===== config.mk =====
export PLATFORM = sky130hd
export DESIGN_NAME = matriz_carregador_flat
export DESIGN_NICKNAME = d
export VERILOG_FILES = /design/src/rtl/matriz_carregador_pkg.sv /design/src/rtl/matriz_carregador_if.sv /design/src/rtl/matriz_carregador_idx_counter.sv /design/src/rtl/matriz_carregador.sv /design/src/flat_wrapper.sv
export SDC_FILE = /design/constraint.sdc
export NUM_CORES = 1
export LEC_CHECK = 0
export CAP_MARGIN = 25
export CORE_MARGIN = 10
export CORE_UTILIZATION = 35
export DETAILED_ROUTE_END_ITERATION = 7
export DONT_BUFFER_PORTS = 1
export PLACE_DENSITY = 0.46
export SYNTH_ARGS = -nofsm -noshare
export SYNTH_HDL_FRONTEND = slang
export SYNTH_SLANG_ARGS = --single-unit

===== constraint.sdc =====
create_clock -name clk -period 12.6 [get_ports clk]
set_input_delay 1.89 -clock clk [delete_from_list [all_inputs] [get_ports clk]]
set_output_delay 1.89 -clock clk [all_outputs]
set_load 0.03 [all_outputs]

===== src/rtl/matriz_carregador_pkg.sv =====
// Shared constants, state encoding and packed-offset helper for the matrix loader.
// Optional feature macro: MATRIZ_CARREGADOR_TRANSPOSE_EN (column-major input stream).
package matriz_pkg;

    localparam int ELEM_W = 8;
    localparam int DIM    = 5;
    localparam int MAT_W  = DIM * DIM * ELEM_W;

    localparam logic [2:0] SIZE_MIN = 3'd2;
    localparam logic [2:0] SIZE_MAX = 3'd5;

    typedef logic [1:0] state_t;

    localparam state_t ST_IDLE = 2'd0;
    localparam state_t ST_LOAD = 2'd1;
    localparam state_t ST_DONE = 2'd2;

    // Bit offset of element (i,j) inside the packed 5x5 vector; rows are 40 bits apart.
    function automatic logic [7:0] off(input logic [2:0] i, input logic [2:0] j);
        return ({5'd0, i} * 8'd40) + ({5'd0, j} * 8'd8);
    endfunction

endpackage


===== src/rtl/matriz_carregador_if.sv =====
// Element stream handshake and packed-matrix result bus of the matrix loader.
// Optional feature macro: MATRIZ_CARREGADOR_TRANSPOSE_EN (does not change this bus).
interface matriz_carregador_if;
    import matriz_pkg::*;

    logic              start;
    logic [2:0]        size;
    logic [ELEM_W-1:0] elem_in;
    logic              elem_valid;
    logic              elem_ready;
    logic [MAT_W-1:0]  matriz_out;
    logic              busy;
    logic              done;
    logic              err;

    modport master (
        output start, size, elem_in, elem_valid,
        input  elem_ready, matriz_out, busy, done, err
    );

    modport slave (
        input  start, size, elem_in, elem_valid,
        output elem_ready, matriz_out, busy, done, err
    );

endinterface


===== src/rtl/matriz_carregador_idx_counter.sv =====
// 2-D row/col write-position counter wrapping at N-1.
// MATRIZ_CARREGADOR_TRANSPOSE_EN defined: row is the fast index (column-major stream).
module matriz_idx_counter (
    input  logic       clk,
    input  logic       reset,
    input  logic       clear,
    input  logic       step,
    input  logic [2:0] n,
    output logic [2:0] row,
    output logic [2:0] col,
    output logic       last
);

    logic [2:0] r_row;
    logic [2:0] r_col;
    logic [2:0] w_nm1;

    assign w_nm1 = n - 3'd1;
    assign row   = r_row;
    assign col   = r_col;
    assign last  = (r_row == w_nm1) && (r_col == w_nm1);

    // Position advance on each accepted element.
    always_ff @(posedge clk or posedge reset) begin
        if (reset) begin
            r_row <= 3'd0;
            r_col <= 3'd0;
        end else if (clear) begin
            r_row <= 3'd0;
            r_col <= 3'd0;
        end else if (step) begin
`ifdef MATRIZ_CARREGADOR_TRANSPOSE_EN
            if (r_row == w_nm1) begin
                r_row <= 3'd0;
                r_col <= r_col + 3'd1;
            end else begin
                r_row <= r_row + 3'd1;
            end
`else
            if (r_col == w_nm1) begin
                r_col <= 3'd0;
                r_row <= r_row + 3'd1;
            end else begin
                r_col <= r_col + 3'd1;
            end
`endif
        end
    end

endmodule


===== src/rtl/matriz_carregador.sv =====
// Serial-to-packed square matrix loader (N = 2..5) producing a zero-padded 5x5 packed vector.
// Optional feature macro: MATRIZ_CARREGADOR_TRANSPOSE_EN (handled in matriz_idx_counter).
module matriz_carregador
    import matriz_pkg::*;
(
    input  logic                clk,
    input  logic                reset,
    matriz_carregador_if.slave  bus
);

    state_t           r_state;
    logic [2:0]       r_n;
    logic [MAT_W-1:0] r_buf;
    logic             r_ready;
    logic             r_busy;
    logic             r_done;
    logic             r_err;

    logic       w_size_ok;
    logic       w_hs;
    logic       w_clear;
    logic [2:0] w_row;
    logic [2:0] w_col;
    logic       w_last;

    assign w_size_ok = (bus.size >= SIZE_MIN) && (bus.size <= SIZE_MAX);
    assign w_hs      = r_ready && bus.elem_valid;
    assign w_clear   = (r_state == ST_IDLE) && bus.start && w_size_ok;

    matriz_idx_counter u_idx (
        .clk   (clk),
        .reset (reset),
        .clear (w_clear),
        .step  (w_hs),
        .n     (r_n),
        .row   (w_row),
        .col   (w_col),
        .last  (w_last)
    );

    // Load sequencing, buffer writes and registered status outputs.
    always_ff @(posedge clk or posedge reset) begin
        if (reset) begin
            r_state <= ST_IDLE;
            r_n     <= 3'd0;
            r_buf   <= '0;
            r_ready <= 1'b0;
            r_busy  <= 1'b0;
            r_done  <= 1'b0;
            r_err   <= 1'b0;
        end else begin
            case (r_state)
                ST_IDLE: begin
                    r_done <= 1'b0;
                    if (bus.start && w_size_ok) begin
                        r_n     <= bus.size;
                        r_buf   <= '0;
                        r_state <= ST_LOAD;
                        r_ready <= 1'b1;
                        r_busy  <= 1'b1;
                        r_err   <= 1'b0;
                    end else begin
                        r_err <= bus.start;
                    end
                end
                ST_LOAD: begin
                    r_err <= 1'b0;
                    if (w_hs) begin
                        r_buf[off(w_row, w_col) +: ELEM_W] <= bus.elem_in;
                        if (w_last) begin
                            r_state <= ST_DONE;
                            r_ready <= 1'b0;
                            r_busy  <= 1'b0;
                            r_done  <= 1'b1;
                        end else begin
                            r_state <= ST_LOAD;
                        end
                    end else begin
                        r_state <= ST_LOAD;
                    end
                end
                ST_DONE: begin
                    r_done  <= 1'b0;
                    r_err   <= 1'b0;
                    r_state <= ST_IDLE;
                end
                default: begin
                    r_state <= ST_IDLE;
                    r_ready <= 1'b0;
                    r_busy  <= 1'b0;
                    r_done  <= 1'b0;
                    r_err   <= 1'b0;
                end
            endcase
        end
    end

    assign bus.elem_ready = r_ready;
    assign bus.busy       = r_busy;
    assign bus.done       = r_done;
    assign bus.err        = r_err;
    assign bus.matriz_out = r_buf;

endmodule


===== src/flat_wrapper.sv =====
// flat-port wrapper written by rule: the top's interface ports become plain ports
module matriz_carregador_flat import matriz_pkg::*;
  (clk, reset, bus_start, bus_size, bus_elem_in, bus_elem_valid, bus_elem_ready, bus_matriz_out, bus_busy, bus_done, bus_err);
  matriz_carregador_if bus_i ();
  input  logic clk;
  input  logic reset;
  input wire logic [$bits(bus_i.start)-1:0] bus_start;
  input wire logic [$bits(bus_i.size)-1:0] bus_size;
  input wire logic [$bits(bus_i.elem_in)-1:0] bus_elem_in;
  input wire logic [$bits(bus_i.elem_valid)-1:0] bus_elem_valid;
  output wire logic [$bits(bus_i.elem_ready)-1:0] bus_elem_ready;
  output wire logic [$bits(bus_i.matriz_out)-1:0] bus_matriz_out;
  output wire logic [$bits(bus_i.busy)-1:0] bus_busy;
  output wire logic [$bits(bus_i.done)-1:0] bus_done;
  output wire logic [$bits(bus_i.err)-1:0] bus_err;
  assign bus_i.start = bus_start;
  assign bus_i.size = bus_size;
  assign bus_i.elem_in = bus_elem_in;
  assign bus_i.elem_valid = bus_elem_valid;
  assign bus_elem_ready = bus_i.elem_ready;
  assign bus_matriz_out = bus_i.matriz_out;
  assign bus_busy = bus_i.busy;
  assign bus_done = bus_i.done;
  assign bus_err = bus_i.err;
  matriz_carregador u_core (.clk(clk), .reset(reset), .bus(bus_i));
endmodule

==> metrics.md, run 1 <==
| Metric | Value |
|---|---|
| Sequential share of the synthesized area | `0.6012` |
| Post-route cell area | `between 10,000 and 15,000 µm²` |
| Clk_skew | `~12 ps` |
| CP Launch Type | `register` |
| Drt wl/cell | `27.14 µm` |
| RD Place Congestion | `between 0.8 and 0.9` |
| Leakage | `about 4.5 nW` |
| DP Cell Count | `around 1,100` |
| Final worst-path setup slack | `slightly below 9000 ps` |
| I/O pin count | `219` |
| DP Area | `9200 µm²` |
| Setup-failing EPs final | `0` |
| Resized Gates After CTS | `0` |
| Area Overhead vs Synth | `12.28%` |
| Critical Path AT | `around 4400 ps` |
| Worst EP required | `~13,000 ps` |
| Area of the core | `about 25,000 µm²` |
| Postcts setup bufs | `0` |
| Area share of the largest cell type after synthesis | `0.6012` |
| Syn Area/Cell | `11.72 µm²` |
| Setup_tns | `0 ps` |
| Fin nets | `about 780` |
| PD cells | `around 300 nW/µm²` |
| Global route overflow | `0` |
| Post-synth EDFFs | `0` |
| Unrepaired setup endpoints after global routing | `no` |
| Vias | `around 6,300` |
| Clk Tree Root Cell | `clkbuf_16` |
| DP HPWL | `between 20,000 and 25,000 µm` |
| Crit path max fanout | `10` |
| Fin crit period | `3916 ps` |
| Distinct cells, synth | `59` |
| H-Tree Level Count | `1` |
| Die area | `around 32,000 µm²` |
| Post-synthesis register bit count | `around 210` |
| Final ANT Viol Nets | `0` |
| Critical path class | `register to register` |
| Share of cells above drive strength 1 | `0.1061` |
| Worst Tran Pin Value | `slightly above 1000 ps` |
| CP Capture Type | `register` |
| All-Layer GR Usage | `0.1769` |
| First-pass GRT wire length | `44,760 µm` |
| FP Rows | `between 50 and 60` |
| Number of remaining DRC errors | `0` |
| Port bufs | `0` |
| Starting Density | `0.3547` |
| Largest net degree at the start of global routing | `about 150` |
| TritonCTS clock tree | `yes` |
| First-pass iteration count of the detailed router | `5` |
| Max Fclk | `0.2554 GHz` |
| Vias in the first global route | `~6,400` |
| Mapped Area | `8907 µm²` |
| Final non-filler cell total | `~1,100` |
| IR drop worst, VDD | `between 0.1 and 0.15 mV` |
| HP Class | `register to register` |
| Initial antenna violation count | `0` |
| Final WL | `approximately 30,000 µm` |
| Synth Net Count | `approximately 800` |
| Outcome | `finished clean` |
| # clock sinks | `between 200 and 250` |
| Main synth FF type | `dfrtp_1` |
| Gate Count Post-Synth | `760` |
| Top cells by area, synth | `dfrtp_1 60%, a22o_1 7.8%, nand2_1 4.0%, o21ai_0 3.1%, o2bb2ai_1 3.0%` |
| TritonCTS Buffers | `24` |
| Clk pin slew, worst setup/hold paths | `approximately 60 ps` |
| MaxCap Viol Count | `0` |
| Hold_buf cts | `0` |
| Relative slew slack | `0.3093` |
| Final hold slack | `roughly 580 ps` |
| Synth warnings | `0` |
| Die span in x | `~180 µm` |
| Post-Place Setup Slack | `between 8000 and 9000 ps` |
| FFs w/ async S/R, synth | `1.000` |
| Vias per cell | `around 5.7` |
| Area leader, netlist | `dfrtp_1` |
| ANT cells | `0` |
| Final-report max-slew violation count | `0` |
| Final period util | `0.3108` |
| Final-report hold violation count | `0` |
| Die Height | `179.5 µm` |
| DRT iter0 DRCs | `533` |
| Worst-Skew Late Latency | `530 ps` |
| Maximum clock insertion buffer count | `3` |
Yosys cell counts, drive strengths merged (13+ instances only):
library cell  count
nand2            96
dfrtp           214
inv              31
a21oi            14
a32o             13
clkbuf           21
nor2             31
mux2i            16
nor3             14
nand3            26
buf              18
o21ai            66
o2bb2ai          31
a22o             79
power breakdown:
group          internal [W]  leakage [nW]  total (W)  switching, W
logic              0.000285          1.31   0.000857      0.000572
registers          0.000880          2.87    0.00146      0.000581
clock network      0.000390         0.367   0.000670      0.000279
registers in the layout, indices dropped and copies added, names as in the netlist:
signal                 count
u_core.bus.elem_ready      1
u_core.u_idx.col           3
u_core.u_idx.row           3
u_core.bus.done            1
u_core.r_n                 3
u_core.r_state             2
u_core.bus.err             1
u_core.bus.matriz_out    200
layer usage:
layer  GRT usage  share of wire  vias up
met4     0.03804          0.021        0
met2      0.2760           0.45      280
li1            -              -     2767
met1      0.2158           0.40     3233
met5           0              0        -
met3     0.08755           0.13       41
placed cells by master, fill, tap and decap left out, types with 3 or more instances in the layout:
master	count
a32o_1	13
a21oi_2	6
o2bb2ai_1	31
o31ai_1	3
xor2_1	5
o21ai_1	7
o21ai_0	56
o22ai_1	9
dfrtp_1	214
or3_1	3
and2_1	5
buf_4	6
nand2_1	95
xnor2_1	5
mux2_2	8
a31oi_1	3
o21ai_2	3
mux2i_1	16
clkbuf_1	8
a21oi_1	7
ha_1	9
and3_1	5
clkbuf_8	3
a22o_1	79
clkbuf_16	24
clkinv_2	5
nor2_1	29
nor3_1	10
inv_1	30
nand2b_1	3
nor3_2	3
nand3_1	26
critical path, cell delays in order (launching register included):
cell and delay (ps):
dfrtp_1 520, ha_1 300, ha_1 350, xnor2_1 280
and2_1 450, xnor3_2 570, a2bb2oi_1 210, nor2_1 380
and2_1 530, mux2i_1 250
kinds of logic (layout without fill, tap and decap cells):
group / Yosys count / after routing / synth area share
muxes: 24 / 24 / 0.02809
and+or+nand+nor: 197 / 197 / 0.1042
adders and majority gates: 10 / 10 / 0.01489
AOI/OAI and AO/OA: 233 / 233 / 0.2045
buffers and inverters: 70 / 83 / 0.03273
xor gates and xnor gates: 12 / 12 / 0.01433
DFF: 214 / 214 / 0.6012
worst paths after layout:
check,start,to,slack [ps],cells after the start
worst max register to register,u_core.u_idx.row[2],u_core.bus.matriz_out[147],8680,9
min in group asynchronous,reset,u_core.bus.matriz_out[1],1170,1
max in group asynchronous,reset,u_core.bus.matriz_out[58],10290,2
worst min register to register,u_core.r_n[2],u_core.r_n[2],580,2
worst max-delay path,u_core.u_idx.row[2],u_core.bus.matriz_out[147],8680,9
worst min-delay path,u_core.r_n[2],u_core.r_n[2],580,2
final cells by class:
type                            instances  area, µm²
Timing Repair Buffer                    9      95.09
Multi-Input combinational cell        476       3263
Sequential cell                       214       5355
Tap cell                              330      412.9
Fill cell                            2397      15110
Inverter                               31      123.9
Clock inverter                          8      78.83
Clock buffer                           35      671.9
per-stage QoR:
stage               power [W]  utilization
global placement     0.002296       0.3661
detailed placement   0.002328       0.3664
finish               0.002988       0.3983
CTS                  0.003009       0.3963
global route         0.003148       0.3983
floorplan            0.002052            -
No activity file was read; power rests on OpenSTA's default activity.
==> run 2, diff against run 1 <==
Clock period 12.6 ns to 4.04 ns, I/O delays scaled along.
==> metrics.md, run 2 (same netlist as run 1, synthesis figures left out) <==
| Metric | Value |
|---|---|
| MaxCap Viol Count | `0` |
| DP Area | `9324 µm²` |
| DP HPWL | `about 21,000 µm` |
| Hold path depth | `1` |
| Maximum clock insertion buffer count | `3` |
| DP Cell Count | `between 1,000 and 1,500` |
| Postcts setup bufs | `0` |
| Max reg flops | `200` |
| Critical Path AT | `about 4200 ps` |
| Final period util | `0.9241` |
| Number of remaining DRC errors | `0` |
| Port bufs | `0` |
| TritonCTS clock tree | `yes` |
| Die Height | `between 150 and 200 µm` |
| Reg-to-reg startpoint | `u_core.u_idx.row[0]` |
| Area of the core | `25,110 µm²` |
| FP Rows | `58` |
| Setup_tns | `0 ps` |
| Area Overhead vs Synth | `14.03%` |
| CP Capture Type | `register` |
| Setup-failing EPs final | `0` |
| Slowest cell on crit path | `xnor3_2` |
| Post-route cell area | `~10,000 µm²` |
| Worst EP required | `around 4500 ps` |
| Worst Hold Launch | `bus_size[1]` |
| Largest net degree at the start of global routing | `75` |
| R2r worst-path depth | `9` |
| Resized Gates After CTS | `0` |
| Final-report hold violation count | `0` |
| I/O pin count | `219` |
| # clock sinks | `about 210` |
| TritonCTS Buffers | `24` |
| Unrepaired setup endpoints after global routing | `no` |
| First-pass iteration count of the detailed router | `5` |
| Critical path class | `register to register` |
| Vias in the first global route | `between 6,000 and 7,000` |
| Vias per cell | `roughly 5.7` |
| Hold_buf cts | `0` |
| Final WL | `30,270 µm` |
| Final ANT Viol Nets | `0` |
| Outcome | `finished clean` |
| RD Place Congestion | `~0.93` |
| CP Launch Type | `register` |
| Clk_skew | `~12 ps` |
| Crit path max fanout | `10` |
| Die span in x | `179.5 µm` |
| ANT cells | `0` |
| Vias | `around 6,300` |
| Final non-filler cell total | `1,114` |
| Worst-Skew Late Latency | `roughly 530 ps` |
| First-pass GRT wire length | `between 40,000 and 50,000 µm` |
| Final-report max-slew violation count | `0` |
| Relative slew slack | `0.3702` |
| H-Tree Level Count | `1` |
| Leakage | `around 4.6 nW` |
| Share of cells above drive strength 1 | `0.1173` |
| DRT iter0 DRCs | `between 400 and 500` |
| Clk Tree Root Cell | `clkbuf_16` |
| Reg2Reg Setup Slack | `310 ps` |
| Initial antenna violation count | `0` |
| Endpoint of the worst hold path | `u_core.r_n[2]` |
| Max Fclk | `around 0.27 GHz` |
| HP Class | `input port to register` |
| Worst Tran Pin Value | `between 900 and 1000 ps` |
| Commonest non-fill, non-tap cell in the layout | `dfrtp_1` |
| Die area | `around 32,000 µm²` |
| Post-Place Setup Slack | `between 300 and 400 ps` |
| IR drop worst, VDD | `between 0.3 and 0.4 mV` |
| R2R Path End | `u_core.bus.matriz_out[168]` |
| Clk pin slew, worst setup/hold paths | `around 60 ps` |
| Fin crit period | `between 3000 and 4000 ps` |
| PD cells | `934.6 nW/µm²` |
| All-Layer GR Usage | `0.1795` |
| Starting Density | `0.3547` |
| Final worst-path setup slack | `about 310 ps` |
| Crit-path cells | `ha_1, fa_1, xnor2_1, and2_1, xnor3_2, a2bb2oi_1, or2_1, nor4_4, a22o_1` |
| Global route overflow | `0` |
| Commonest cells after routing, fill and taps aside | `214 x dfrtp_1, 95 x nand2_1, 79 x a22o_1` |
| Slowest Stage Delay on Critical Path | `roughly 550 ps` |
| Drt wl/cell | `around 27 µm` |
| Fin nets | `between 700 and 800` |
[run 2: cell count changes in the layout (fill, tap and decap cells not counted), sizes merged]
cell,previous run,this run
clkinv,6,2
buf,8,19
dlygate4sd3,0,1
clkbuf,36,38
bufinv,1,2
[run 2: routing by layer]
metal	wire length, µm	track usage	vias up
li1	-	-	2793
met1	11950	0.2233	3251
met2	14110	0.2826	259
met3	3796	0.08112	29
met4	416	0.03473	0
met5	0	0	-
[run 2: final cells by class]
class / count / area (µm²)
Clock buffer: 38 / 713.2
Clock inverter: 5 / 90.09
Fill cell: 2433 / 14950
Inverter: 31 / 120.1
Multi-Input combinational cell: 476 / 3263
Sequential cell: 214 / 5355
Tap cell: 330 / 412.9
Timing Repair Buffer: 20 / 202.7
[run 2: worst max-delay path by stage]
stage | start | endpoint | slack [ps] | depth (start not counted)
global placement | u_core.u_idx.row[0] | u_core.bus.matriz_out[26] | 440 | 9
detailed placement | u_core.u_idx.row[0] | u_core.bus.matriz_out[172] | 350 | 9
finish | u_core.u_idx.row[0] | u_core.bus.matriz_out[168] | 310 | 9
floorplan | reset | u_core.bus.done | 650 | 1
global route | u_core.u_idx.row[2] | u_core.bus.matriz_out[27] | 90 | 9
CTS | u_core.u_idx.row[0] | u_core.bus.matriz_out[175] | 330 | 9
[run 2: metrics by stage]
| step | hold WS, ps | total power, W | util |
|---|---|---|---|
| 6_report | 194.5 | 0.009493 | 0.4045 |
| 5_1_grt | 191.3 | 0.01003 | 0.4045 |
| 3_5_place_dp | 568.7 | 0.007344 | 0.3713 |
| 4_1_cts | 179.5 | 0.009589 | 0.4033 |
| 2_1_floorplan | 513.3 | 0.006401 | - |
| 3_3_place_gp | 560.0 | 0.007275 | 0.3713 |
[run 2: power by group]
group	switching (W)	internal, W	total (W)	leakage (nW)
sequential	0.00179	0.00275	0.00453	2.87
combinational	0.00181	0.000937	0.00274	1.36
clock	0.000879	0.00134	0.00222	0.392
[run 2: worst max-delay path: cells and delay by family (launching register included)]
kind                     cells  cell delay (ps)
AO/OA/AOI/OAI                2              440
AND/OR/NAND/NOR              3             1270
XOR/XNOR                     2              820
adder cells (fa/ha/maj)      2              680
flip-flops                   1              450
